--- config.mk ---
export PLATFORM = sky130hd
export DESIGN_NAME = tone_generator
export DESIGN_NICKNAME = d
export VERILOG_FILES = /design/src/rtl/piano_pkg.sv /design/src/rtl/tone_voice.sv /design/src/rtl/tone_generator.sv
export SDC_FILE = /design/constraint.sdc
export NUM_CORES = 2
export LEC_CHECK = 0
export ABC_AREA = 1
export BUFFER_PORTS_ARGS = -buffer_cell sky130_fd_sc_hd__buf_2
export CAP_MARGIN = 20
export CORE_MARGIN = 5
export CORE_UTILIZATION = 60
export CTS_BUF_LIST = sky130_fd_sc_hd__clkbuf_8
export DETAILED_ROUTE_END_ITERATION = 6
export PLACE_DENSITY = 0.8
export SLEW_MARGIN = 20
export SYNTH_ARGS = -nofsm -noshare
export SYNTH_HDL_FRONTEND = slang
export SYNTH_SLANG_ARGS = --single-unit
--- constraint.sdc ---
create_clock -name clk -period 6 [get_ports clk]
set_clock_uncertainty 0.15 [all_clocks]
set_input_delay 0 -clock clk [delete_from_list [all_inputs] [get_ports clk]]
set_output_delay 0 -clock clk [all_outputs]
set_load 0.005 [all_outputs]
--- src/rtl/piano_pkg.sv ---
// piano_pkg: constants and types shared between the key-to-frequency stage
// and the tone generator.
//   NUM_OF_NOTES : number of keyboard keys, one tone voice per key
//   FREQ_W       : width of a half-period word, in clk cycles
//   freq_t       : one half-period word
//   note_arr_t   : one half-period word per key
package piano_pkg;

  localparam int NUM_OF_NOTES = 13;
  localparam int FREQ_W       = 32;

  typedef logic [FREQ_W-1:0] freq_t;
  typedef freq_t note_arr_t [NUM_OF_NOTES-1:0];

endpackage

--- src/rtl/tone_voice.sv ---
// tone_voice: one square-wave voice.
// Ports:
//   clk     : system clock
//   reset_n : asynchronous active-low reset, clears every register
//   hp_in   : requested half-period in clk cycles; 0 silences the voice
//   wave    : registered square wave (the voice phase)
//   active  : registered half-period is nonzero
// The half-period is registered here, so the voice responds one clock after
// hp_in changes. No valid/ready: hp_in is sampled on every clock edge.
module tone_voice
  import piano_pkg::*;
#(
  parameter int HP_W = FREQ_W
) (
  input  logic            clk,
  input  logic            reset_n,
  input  logic [HP_W-1:0] hp_in,
  output logic            wave,
  output logic            active
);

  logic [HP_W-1:0] hp_q;
  logic [HP_W-1:0] cnt;

  always_ff @(posedge clk or negedge reset_n) begin
    if (!reset_n) begin
      hp_q <= '0;
      cnt  <= '0;
      wave <= 1'b0;
    end else begin
      hp_q <= hp_in;
      if (hp_q == '0) begin
        // Silent voice parks at phase 0 / count 0 so the next press starts
        // a clean half-period; this wins over a toggle due this cycle.
        cnt  <= '0;
        wave <= 1'b0;
      end else if (cnt >= hp_q - HP_W'(1)) begin
        // '>=' lets a half-period that shrank below cnt wrap immediately.
        cnt  <= '0;
        wave <= ~wave;
      end else begin
        cnt <= cnt + HP_W'(1);
      end
    end
  end

  assign active = (hp_q != '0);

endmodule

--- src/rtl/tone_generator.sv ---
// tone_generator: NUM_VOICES independent square-wave voices mixed into a
// 0..NUM_VOICES level, which drives a single-pin PWM DAC.
// Ports:
//   clk           : system clock (50 MHz)
//   reset_n       : asynchronous active-low reset, clears all state
//   noteFrequency : per-voice half-period in clk cycles; 0 = voice silent
//   voice_wave    : per-voice registered square wave
//   mix_level     : registered count of voices currently high
//   pwm_out       : PWM-encoded mix, period NUM_VOICES clocks
//   any_active    : any registered half-period is nonzero
module tone_generator #(
  parameter int NUM_VOICES = piano_pkg::NUM_OF_NOTES,
  parameter int FREQ_W     = piano_pkg::FREQ_W,
  parameter int LVL_W      = 4
) (
  input  logic                  clk,
  input  logic                  reset_n,
  input  logic [FREQ_W-1:0]     noteFrequency [NUM_VOICES],
  output logic [NUM_VOICES-1:0] voice_wave,
  output logic [LVL_W-1:0]      mix_level,
  output logic                  pwm_out,
  output logic                  any_active
);

  logic [NUM_VOICES-1:0] hp_nz;
  logic [LVL_W-1:0]      pop;
  logic [LVL_W-1:0]      pwm_cnt;
  logic [LVL_W-1:0]      lvl_lat;
  logic [LVL_W-1:0]      lvl_now;

  for (genvar g = 0; g < NUM_VOICES; g++) begin : g_voice
    tone_voice #(
      .HP_W(FREQ_W)
    ) u_voice (
      .clk    (clk),
      .reset_n(reset_n),
      .hp_in  (noteFrequency[g]),
      .wave   (voice_wave[g]),
      .active (hp_nz[g])
    );
  end

  assign any_active = |hp_nz;

  always_comb begin
    pop = '0;
    for (int i = 0; i < NUM_VOICES; i++) begin
      pop = pop + LVL_W'(voice_wave[i]);
    end
  end

  // Level in force for the current PWM period: on the first count of a
  // period the freshly latched mix applies, so every pulse of a period is
  // generated from one level and never changes width mid-period.
  assign lvl_now = (pwm_cnt == '0) ? mix_level : lvl_lat;

  always_ff @(posedge clk or negedge reset_n) begin
    if (!reset_n) begin
      mix_level <= '0;
      pwm_cnt   <= '0;
      lvl_lat   <= '0;
      pwm_out   <= 1'b0;
    end else begin
      mix_level <= pop;
      pwm_cnt   <= (pwm_cnt == LVL_W'(NUM_VOICES - 1)) ? '0 : pwm_cnt + LVL_W'(1);
      if (pwm_cnt == '0) begin
        lvl_lat <= mix_level;
      end
      pwm_out   <= (pwm_cnt < lvl_now);
    end
  end

endmodule
==> qor.csv <==
stage,metric,value,unit
status,status,"complete, no violations",
placed_design,hpwl,114900,µm
critical_path,start_kind,flip-flop,
final_layout,drive_above_1_share,0.1075,
floorplanning,std_cell_rows,111,
cts,clock_sinks,858,
route,drc_errors,0,
placed_design,io_buffers,436,
sta,hold_viol_final,0,
synth,synthCells,7004,
sta,fin_setup_tns,0,ns
sta,setup_viol,0,
pwr,p_leak,33.81,nW
synth,syn-num-nets,7893,
critical_path,cp_max_fo,31,
synth,yosysMostFrequentCell,nand2_1,
cts,clk_pin_slew,0.07,ns
floorplanning,initial_core_util,0.6040,
synth,yosysWarnings,0,
global_routing,grt_pass1_vias,57020,
final_layout,fill_cells,6021,
synth,ys_top_cells_by_count,"nand2_1, nor2_1, dfrtp_1",
cts,cts_buffers,148,
placed_design,finalWeightedCongestion,0.9685,
sta,worst_pin_slew,1.054,ns
cts,cts_setup_buffers,0,
final_layout,syn_to_final_growth,27.04,%
synth,netlist.top_cell.by_area,dfrtp_1,
route,final_antenna_net_count,0,
floorplanning,dieWidth,313.5,µm
sta,fmax,238.8,MHz
floorplanning,fp.coreArea,91520,µm²
critical_path,worstPathRequired,6.60,ns
pwr,power,13.53,mW
route,vias,55230,
cts,htreeDepth,4,
placed_design,pre_cts_slack,2.181,ns
synth,async_flop_share,1.000,
final_layout,stdcell_area,70220,µm²
route,drt-total-wl,190300,µm
synth,synthTopCellsByArea,"dfrtp_1, ha_1, nand2_1",
pwr,powerDensity,192.7,nW/µm²
global_routing,globalRouteOverflowTotal,0,
synth,synthFlopType,dfrtp_1,
route,drtIter0Drc,6022,
synth,syn_area,55280,µm²
global_routing,gr-usage-all-layers,0.3821,
route,routedWlPerCell,19.60,µm
placed_design,dpl_cell_area,58610,µm²
sta,fin_crit_sh,0.6979,
synth,synth_seq_cells,858,
synth,synth.distinct_cells,49,
floorplanning,dieArea,98300,µm²
cts,clk_latency,0.89,ns
critical_path,arrival,4.78,ns
sta,whs,0.1522,ns
cts,ctsResizeCount,0,
global_routing,grt_pass1_wl,300100,µm
synth,ys_seq_area_frac,0.3884,
floorplanning,die_h,313.5,µm
sta,layout_setup_ws,1.812,ns
floorplanning,ios,437,
cts,clockRootBuffer,clkbuf_8,
synth,synth_edf_count,0,
synth,yosysTopAreaCellShare,0.3884,
critical_path,reg2regPathDepth,16,
sta,drv_slew,0,
global_routing,antenna_found_initial,24,
sta,rsz0062_at_grt,no,
route,vias_per_cell,5.689,
cts,clk_path_buf_depth,3,
route,dr.pass1.iters,7,
min_path,hold_class,input port to flip-flop,
sta,fin_crit,4.188,ns
critical_path,critPathCaptureType,flip-flop,
job,maxCapViolCount,0,
final_layout,regArea,21470,µm²
critical_path,crit_type,flip-flop to flip-flop,
final_layout,multi_input_area,30150,µm²
pwr,irDropWorstVdd,0.2021,mV
synth,avgSynthCellArea,7.893,µm²
final_layout,final_nets,9273,
global_routing,grt_max_degree,139,
min_path,hold_path_depth,3,
cts,cts_tree,done,
sta,slew_headroom,0.2955,
[registers in the layout, summed over array words and instances (netlist names)]
name and cells:
g_voice.u_voice.wave 13, pwm_out 1, g_voice.u_voice.cnt 416, mix_level 4
lvl_lat 4, pwm_cnt 4, g_voice.u_voice.hp_q 416
[layer usage]
metal	track usage	vias to the layer above	routed length [µm]
met5	0	-	75
met1	0.4457	25560	69290
met4	0.2524	8	15670
met2	0.6215	3417	87200
li1	-	24930	-
met3	0.1047	1315	18040
[layout make-up]
class | count | share of cell area
Antenna cell | 22 | 0.0007839
Clock buffer | 183 | 0.03587
Clock inverter | 83 | 0.009514
Inverter | 841 | 0.04495
Multi-Input combinational cell | 5252 | 0.4294
Sequential cell | 858 | 0.3057
Tap cell | 1186 | 0.02113
Timing Repair Buffer | 1283 | 0.1527
[metrics by stage]
stage / std cells / util
6_report: 9708 / 0.7673
5_1_grt: 9702 / 0.7671
4_1_cts: 9686 / 0.7667
3_5_place_dp: 8585 / 0.6403
3_3_place_gp: 8585 / 0.6403
2_1_floorplan: 7004 / -
[final timing paths]
| path | start | endpoint | slack, ns |
|---|---|---|---|
| worst max-delay path | g_voice[6].u_voice.hp_q[7] | g_voice[6].u_voice.cnt[30] | 1.81 |
| worst min-delay path | noteFrequency[174] | g_voice[7].u_voice.hp_q[14] | 0.15 |
| worst max register to register | g_voice[6].u_voice.hp_q[7] | g_voice[6].u_voice.cnt[30] | 1.81 |
| worst min register to register | g_voice[9].u_voice.cnt[0] | g_voice[9].u_voice.cnt[0] | 0.34 |
| max in group asynchronous | reset_n | g_voice[11].u_voice.cnt[31] | 4.55 |
| min in group asynchronous | reset_n | g_voice[5].u_voice.cnt[30] | 0.24 |
[critical path, cell delays in order (launching register included)]
cell,delay (ns)
dfrtp_1,0.44
nor2_1,0.32
nand3_1,0.20
nor2_1,0.23
nand2_1,0.17
nor3_1,0.27
xor2_1,0.22
inv_1,0.10
ha_1,0.30
a21o_1,0.16
nor2_1,0.12
nand2_1,0.08
nor2_1,0.11
nand2_1,0.08
nand2_1,0.12
nand2_1,0.62
a21oi_1,0.38
[power breakdown]
part | internal [mW] | switching (mW)
logic | 0.698 | 0.723
registers | 5.93 | 0.195
clock network | 3.20 | 2.79
[placed cells by master (no fill, tap or decap), types with 32 or more instances in the layout]
cell / netlist / final
nor2_2: 87 / 87
nor2_1: 1361 / 1361
buf_2: 3 / 435
dfrtp_1: 858 / 858
a21oi_1: 173 / 173
xnor2_1: 222 / 222
nand2_2: 33 / 34
nor2_4: 32 / 32
clkbuf_8: 0 / 183
nor3_1: 229 / 229
dlygate4sd3_1: 0 / 834
xor2_1: 489 / 489
nand2_1: 1484 / 1483
ha_1: 463 / 463
nand4_1: 165 / 165
nand3_1: 297 / 297
inv_1: 830 / 861
[cell families (layout without fill, tap and decap cells)]
kind of cell | after synthesis | count (layout) | share of synthesized area
AND/OR/NAND/NOR | 3806 | 3806 | 0.2984
buffers and inverters | 894 | 2390 | 0.06620
flip-flops | 858 | 858 | 0.3884
XOR/XNOR | 711 | 711 | 0.1127
adder cells (fa/ha/maj) | 471 | 471 | 0.1077
AO/OA/AOI/OAI | 264 | 264 | 0.02664
other | 0 | 22 | 0
[what timing repair did]
| item | in CTS | in global routing |
|---|---|---|
| hold endpoints to repair | 999 | 0 |
| hold buffers | 835 | 0 |
| endpoints found under the setup margin | 0 | 0 |
No activity file was read; power rests on OpenSTA's default activity.
